--- config.mk ---
export PLATFORM = sky130hd
export DESIGN_NAME = fifo_nibble_packer
export DESIGN_NICKNAME = d
export VERILOG_FILES = /design/src/rtl/fifo_pkg.sv /design/src/rtl/fifo_nibble_packer_nibble_acc.sv /design/src/rtl/fifo_nibble_packer.sv
export SDC_FILE = /design/constraint.sdc
export NUM_CORES = 1
export LEC_CHECK = 0
export CORE_MARGIN = 2
export CORE_UTILIZATION = 55
export DETAILED_ROUTE_END_ITERATION = 12
export PLACE_DENSITY = 0.81
export SETUP_SLACK_MARGIN = 0.02
export SYNTH_ARGS = -nofsm -noshare
export SYNTH_HDL_FRONTEND = slang
export SYNTH_SLANG_ARGS = --single-unit
--- constraint.sdc ---
create_clock -name clk -period 4.9 [get_ports clk]
set_clock_uncertainty 0.15 [all_clocks]
set_input_delay 0.98 -clock clk [delete_from_list [all_inputs] [get_ports clk]]
set_output_delay 0.98 -clock clk [all_outputs]
set_load 0.01 [all_outputs]
--- src/rtl/fifo_pkg.sv ---
// ============================================================================
// Module : fifo_pkg
// Brief  : Shared constants for the 4-bit async FIFO and its read-side packer.
// Rev    : 1.0  initial release
// ============================================================================
`default_nettype none

package fifo_pkg;

  localparam int NIB_W_DEF  = 4;
  localparam int DATA_WIDTH = NIB_W_DEF;
  localparam int ADDR_WIDTH = 4;

  // Accumulator occupancy, derived purely from the nibble count.
  localparam logic [1:0] ST_EMPTY = 2'd0;
  localparam logic [1:0] ST_FILL  = 2'd1;
  localparam logic [1:0] ST_FULL  = 2'd2;

  function automatic int nib_cnt_w(input int nibs);
    return $clog2(nibs + 1);
  endfunction

endpackage

`default_nettype wire

--- src/rtl/fifo_nibble_packer_nibble_acc.sv ---
// ============================================================================
// Module : nibble_acc
// Brief  : Nibble accumulator: captures nibbles LSB-first, clears on word load.
// Rev    : 1.0  initial release
// ============================================================================
`default_nettype none

module nibble_acc
  import fifo_pkg::*;
#(
  parameter  int NIB_W = NIB_W_DEF,
  parameter  int NIBS  = 2,
  localparam int OUT_W = NIB_W * NIBS,
  localparam int CW    = nib_cnt_w(NIBS)
) (
  input  logic             clk,
  input  logic             rst_n,
  input  logic             i_cap,
  input  logic             i_clr,
  input  logic [NIB_W-1:0] i_data,
  output logic [OUT_W-1:0] o_acc,
  output logic [CW-1:0]    o_cnt,
  output logic [1:0]       o_state
);

  logic [CW-1:0]    r_cnt;
  logic [OUT_W-1:0] r_acc;

  // Clear and capture never coincide: a load needs a full acc or no read in flight.
  always_ff @(posedge clk or negedge rst_n) begin
    if (!rst_n) begin
      r_cnt <= '0;
      r_acc <= '0;
    end else if (i_clr) begin
      r_cnt <= '0;
      r_acc <= '0;
    end else if (i_cap) begin
      r_cnt <= r_cnt + 1'b1;
      for (int i = 0; i < NIBS; i++) begin
        if (r_cnt == CW'(i)) begin
          r_acc[i*NIB_W +: NIB_W] <= i_data;
        end
      end
    end
  end

  always_comb begin
    o_state = ST_FILL;
    if (r_cnt == '0) begin
      o_state = ST_EMPTY;
    end else if (r_cnt == CW'(NIBS)) begin
      o_state = ST_FULL;
    end
  end

  assign o_acc = r_acc;
  assign o_cnt = r_cnt;

endmodule

`default_nettype wire

--- src/rtl/fifo_nibble_packer.sv ---
// ============================================================================
// Module : fifo_nibble_packer
// Brief  : Pops nibbles from the async FIFO read side and packs them into
//          words on a valid/ready master port, with flush and idle timeout.
// Rev    : 1.0  initial release
// ============================================================================
`default_nettype none

module fifo_nibble_packer
  import fifo_pkg::*;
#(
  parameter  int NIB_W   = NIB_W_DEF,
  parameter  int NIBS    = 2,
  parameter  int TIMEOUT = 15,
  localparam int OUT_W   = NIB_W * NIBS,
  localparam int CW      = nib_cnt_w(NIBS)
) (
  input  logic             clk,
  input  logic             rst_n,
  input  logic             fifo_empty,
  input  logic [NIB_W-1:0] fifo_rd_data,
  output logic             fifo_rd_en,
  input  logic             flush,
  output logic             m_valid,
  input  logic             m_ready,
  output logic [OUT_W-1:0] m_data,
  output logic [CW-1:0]    m_cnt,
  output logic [7:0]       word_cnt
);

  localparam logic [CW:0] C_NIBS = (CW+1)'(NIBS);

  logic             r_rd_pend;
  logic             r_flush_pend;
  logic             r_m_valid;
  logic [OUT_W-1:0] r_m_data;
  logic [CW-1:0]    r_m_cnt;
  logic [7:0]       r_word_cnt;

  logic [OUT_W-1:0] w_acc;
  logic [CW-1:0]    w_acc_cnt;
  logic [1:0]       w_state;
  logic             w_rd_en;
  logic             w_timeout;
  logic             w_partial;
  logic             w_load;
  logic             w_load_fire;
  logic             w_nothing;

  nibble_acc #(
    .NIB_W (NIB_W),
    .NIBS  (NIBS)
  ) u_acc (
    .clk     (clk),
    .rst_n   (rst_n),
    .i_cap   (r_rd_pend),
    .i_clr   (w_load_fire),
    .i_data  (fifo_rd_data),
    .o_acc   (w_acc),
    .o_cnt   (w_acc_cnt),
    .o_state (w_state)
  );

  // Never request more nibbles than the accumulator can still take; held low in reset.
  assign w_rd_en = rst_n && !fifo_empty && !r_flush_pend &&
                   (({1'b0, w_acc_cnt} + {{CW{1'b0}}, r_rd_pend}) < C_NIBS);

  assign w_nothing   = (w_state == ST_EMPTY) && !r_rd_pend;
  assign w_partial   = r_flush_pend || w_timeout;
  assign w_load      = (w_state == ST_FULL) ||
                       (w_partial && (w_state == ST_FILL) && !r_rd_pend);
  assign w_load_fire = w_load && (!r_m_valid || m_ready);

  generate
    if (TIMEOUT != 0) begin : g_tmo
      localparam int            IW    = $clog2(TIMEOUT + 1);
      localparam logic [IW-1:0] C_TMO = IW'(TIMEOUT);
      logic [IW-1:0] r_idle;
      logic          w_idle;

      assign w_idle = (w_state == ST_FILL) && !r_rd_pend && fifo_empty;

      always_ff @(posedge clk or negedge rst_n) begin
        if (!rst_n) begin
          r_idle <= '0;
        end else if (!w_idle) begin
          r_idle <= '0;
        end else if (r_idle != C_TMO) begin
          r_idle <= r_idle + 1'b1;
        end
      end

      assign w_timeout = (r_idle == C_TMO);
    end else begin : g_no_tmo
      assign w_timeout = 1'b0;
    end
  endgenerate

  always_ff @(posedge clk or negedge rst_n) begin
    if (!rst_n) begin
      r_rd_pend    <= 1'b0;
      r_flush_pend <= 1'b0;
      r_m_valid    <= 1'b0;
      r_m_data     <= '0;
      r_m_cnt      <= '0;
      r_word_cnt   <= '0;
    end else begin
      r_rd_pend <= w_rd_en;

      // A flush with nothing held or in flight has nothing to emit and is dropped.
      if (w_load_fire || w_nothing) begin
        r_flush_pend <= 1'b0;
      end else if (flush) begin
        r_flush_pend <= 1'b1;
      end

      if (w_load_fire) begin
        r_m_valid <= 1'b1;
        r_m_data  <= w_acc;
        r_m_cnt   <= w_acc_cnt;
      end else if (m_ready) begin
        r_m_valid <= 1'b0;
      end

      if (r_m_valid && m_ready) begin
        r_word_cnt <= r_word_cnt + 8'd1;
      end
    end
  end

  assign fifo_rd_en = w_rd_en;
  assign m_valid    = r_m_valid;
  assign m_data     = r_m_data;
  assign m_cnt      = r_m_cnt;
  assign word_cnt   = r_word_cnt;

endmodule

`default_nettype wire
==> impl_results.md <==
* Max FO, Critical Path at 2
* Leak at 0.000884 uW
* Die Y at 57.5 um
* Fin. Hold Viols at 0
* Mapped Area at 0.00157 sq mm
* Switching Fraction at 33.4%
* Die area at 0.00330 sq mm
* Netlist cell types at 26
* Cell-internal power at 805 uW
* Clock Latency Late Sink at 0.33 ns
* Htree depth at 2
* Util after Layout at 71.1%
* Post-DR vias/cell at 5.44
* Mean area per synthesized cell at 11.8 sq um
* Seq/Total Area, Yosys at 55.7%
* Layout cells sized above 1 at 12.7%
* CP Capture Type: primary output
* Drt pass-1 iters at 4
* Clock Path Buffers at 2
* Area growth from synthesis to layout at 23.6%
* Max-cap viol count at 0
* Top post-synthesis cells by area: dfrtp_1 (56%), mux2_4 (7.6%), ha_1 (4.8%)
* WL final at 2.89 mm
* Initial Util at 57.5%
* Core Area at 0.00273 sq mm
* Reg clk slew, reported paths at 0.10 ns
* F_max at 287 MHz
* Startpoint types: primary input
* Num CTS Buffers at 5
* RD Place Congestion at 0.801
* Crit path DAT at 2.36 ns
* Fillers at 208
* Cells along the critical path: clkdlybuf4s50_1, nand3_1, a21oi_1, clkdlybuf4s50_1
* Largest net degree at the start of global routing at 36
* Detail Route Antenna Nets at 0
* Critical-path top delay cell: clkdlybuf4s50_1
* DP Wirelength at 2.15 mm
* Final TNS setup at 0 ns
* Syn. warnings at 0
* Post-layout minimum cycle time at 3.49 ns
* Synthesized flop and latch total at 35
* IO Port Bufs at 28
* Reg2Reg Depth at 5
* Root Driver: clkbuf_4
* Hold depth at 1
* Post-route setup slack at 1.41 ns
* Outcome: completed
* Setup Fix Bufs, Post-CTS at 0
* Worst path max stage delay at 0.56 ns
* Post-synth top flop: dfrtp_1
* I/O Pins at 29
* Clk sinks at 35
* Gr ovfl total at 0
* Worst min-delay path class: reg2reg
* Tcrit/Tclk final at 71.1%
* Maximum VDD drop at 0.555 mV
* Worst slew pin tran at 0.504 ns
* Row Count at 19
* Worst slew margin at 66.4%
* First-pass GRT wire length at 4.93 mm
* Worst slack at placement at 1.42 ns
* Crit path kind: in2out
* Sequential share of power at 41.6%
* Initial antenna violation count at 0
* Register Area at 876 sq um
* Vias in the first global route at 1092
* Max-slew violations at 0
* CTS tree: done
* Switching power total at 404 uW
* DRC at 0
* Worst path required time at 3.77 ns
* DR iter-0 viols at 21
* Most common cell on crit path: clkdlybuf4s50_1
* Area leader, netlist: dfrtp_1
* Power Density at 622 mW/mm^2
* Die width at 57.5 um
* Detailed-route via count at 1067
* GR Util All Layers at 19.8%
* Ant. Diodes at 0
* NumNets Final at 179
* # setup viols final at 0
* Synth top area share at 55.7%
* Comb pwr share at 40.8%
* Post-cts hold buffer count at 0
* Number of flops mapped to enable cells by yosys at 0
* Post-Synthesis Cells at 133
* Async set-reset flop share out of synthesis at 100%
* CTS-repair resized insts at 0
* Synth Net Count at 148
* Wire per inst at 14.7 um
* Multi-input logic area at 643 sq um
* Final hold slack at 0.326 ns
* Unrepaired setup endpoints after global routing: no
* Clock group share of total power at 17.5%
[worst paths after layout]
| kind | from | end | slack, ns |
|---|---|---|---|
| worst max-delay path | rst_n | fifo_rd_en | 1.41 |
| worst min register to register | word_cnt[7] | word_cnt[7] | 0.33 |
| max in group asynchronous | rst_n | g_tmo.r_idle[2] | 3.25 |
| worst max register to register | u_acc.o_cnt[0] | m_data[0] | 2.82 |
| min in group asynchronous | rst_n | word_cnt[3] | 1.04 |
| worst min-delay path | word_cnt[7] | word_cnt[7] | 0.33 |
[power by group through the flow]
stage / clock network, uW / registers, uW / logic (uW)
floorplan: 0 / 512 / 292
finish: 212 / 504 / 493
global placement: 0 / 497 / 473
CTS: 217 / 504 / 499
global route: 228 / 520 / 541
detailed placement: 0 / 510 / 496
[worst max-delay path, delay by kind of cell]
kind | cells | cell delay, ns
compound gates | 1 | 0.16
buf+inv | 2 | 1.11
simple gates | 1 | 0.10
[logic make-up after synthesis]
logic type | share of synthesized area [%]
and+or+nand+nor | 14.3
DFF | 55.7
AOI/OAI and AO/OA | 5.81
xor gates and xnor gates | 5.02
buffers and inverters | 3.34
adders and majority gates | 4.78
muxes | 11.1
[sequential cells by signal, indices dropped and copies added, names as in the netlist]
signal,flops
word_cnt,8
m_valid,1
m_cnt,2
g_tmo.r_idle,4
u_acc.o_cnt,2
r_rd_pend,1
u_acc.o_acc,8
r_flush_pend,1
m_data,8
[per-layer routing]
layer | vias up | share of wire [%] | track usage [%]
met2 | 29 | 51 | 32.5
met5 | - | 0 | 0
met1 | 513 | 42 | 25.0
met4 | 0 | 1.8 | 8.97
li1 | 518 | - | -
met3 | 7 | 4.4 | 4.76
[layout by cell type (no fill, tap or decap), types with 3 or more instances in the layout]
master           count
clkbuf_4             5
clkdlybuf4s50_1     28
xnor2_1              6
nand3_1             11
nand2_1             16
dfrtp_1             35
inv_1                3
ha_1                 6
a21oi_1              9
nor3_1               3
mux2_4               8
xor2_1               3
mux2_2               3
nor2_1              10
[area by class of cell]
| class | instances | area share, % |
|---|---|---|
| inverter | 3 | 0.580 |
| clock buffer | 6 | 2.64 |
| tap | 31 | 2.00 |
| multi-input combinational | 90 | 33.1 |
| timing repair buffer | 29 | 14.8 |
| clock inverter | 2 | 1.80 |
| sequential | 35 | 45.1 |
[through the flow]
stage	instances	area [sq um]	power, uW
final	196	1940	1210
after detailed placement	188	1860	1010
after CTS	196	1940	1220
after global placement	188	1860	970
after global routing	196	1940	1290
after floorplan	133	1570	804
[cells in the mapped netlist, types with 2 or more instances]
cell / count
nand3_1: 11
nor3_1: 3
nand3b_1: 2
a21oi_1: 9
dfrtp_1: 35
xor2_1: 3
ha_1: 6
mux2i_1: 2
mux2_2: 3
nor2_1: 10
buf_6: 3
mux2_4: 8
clkbuf_1: 2
nand2_1: 16
xnor2_1: 6
and3_1: 2
inv_1: 3
(Power assumes the default switching activity.)
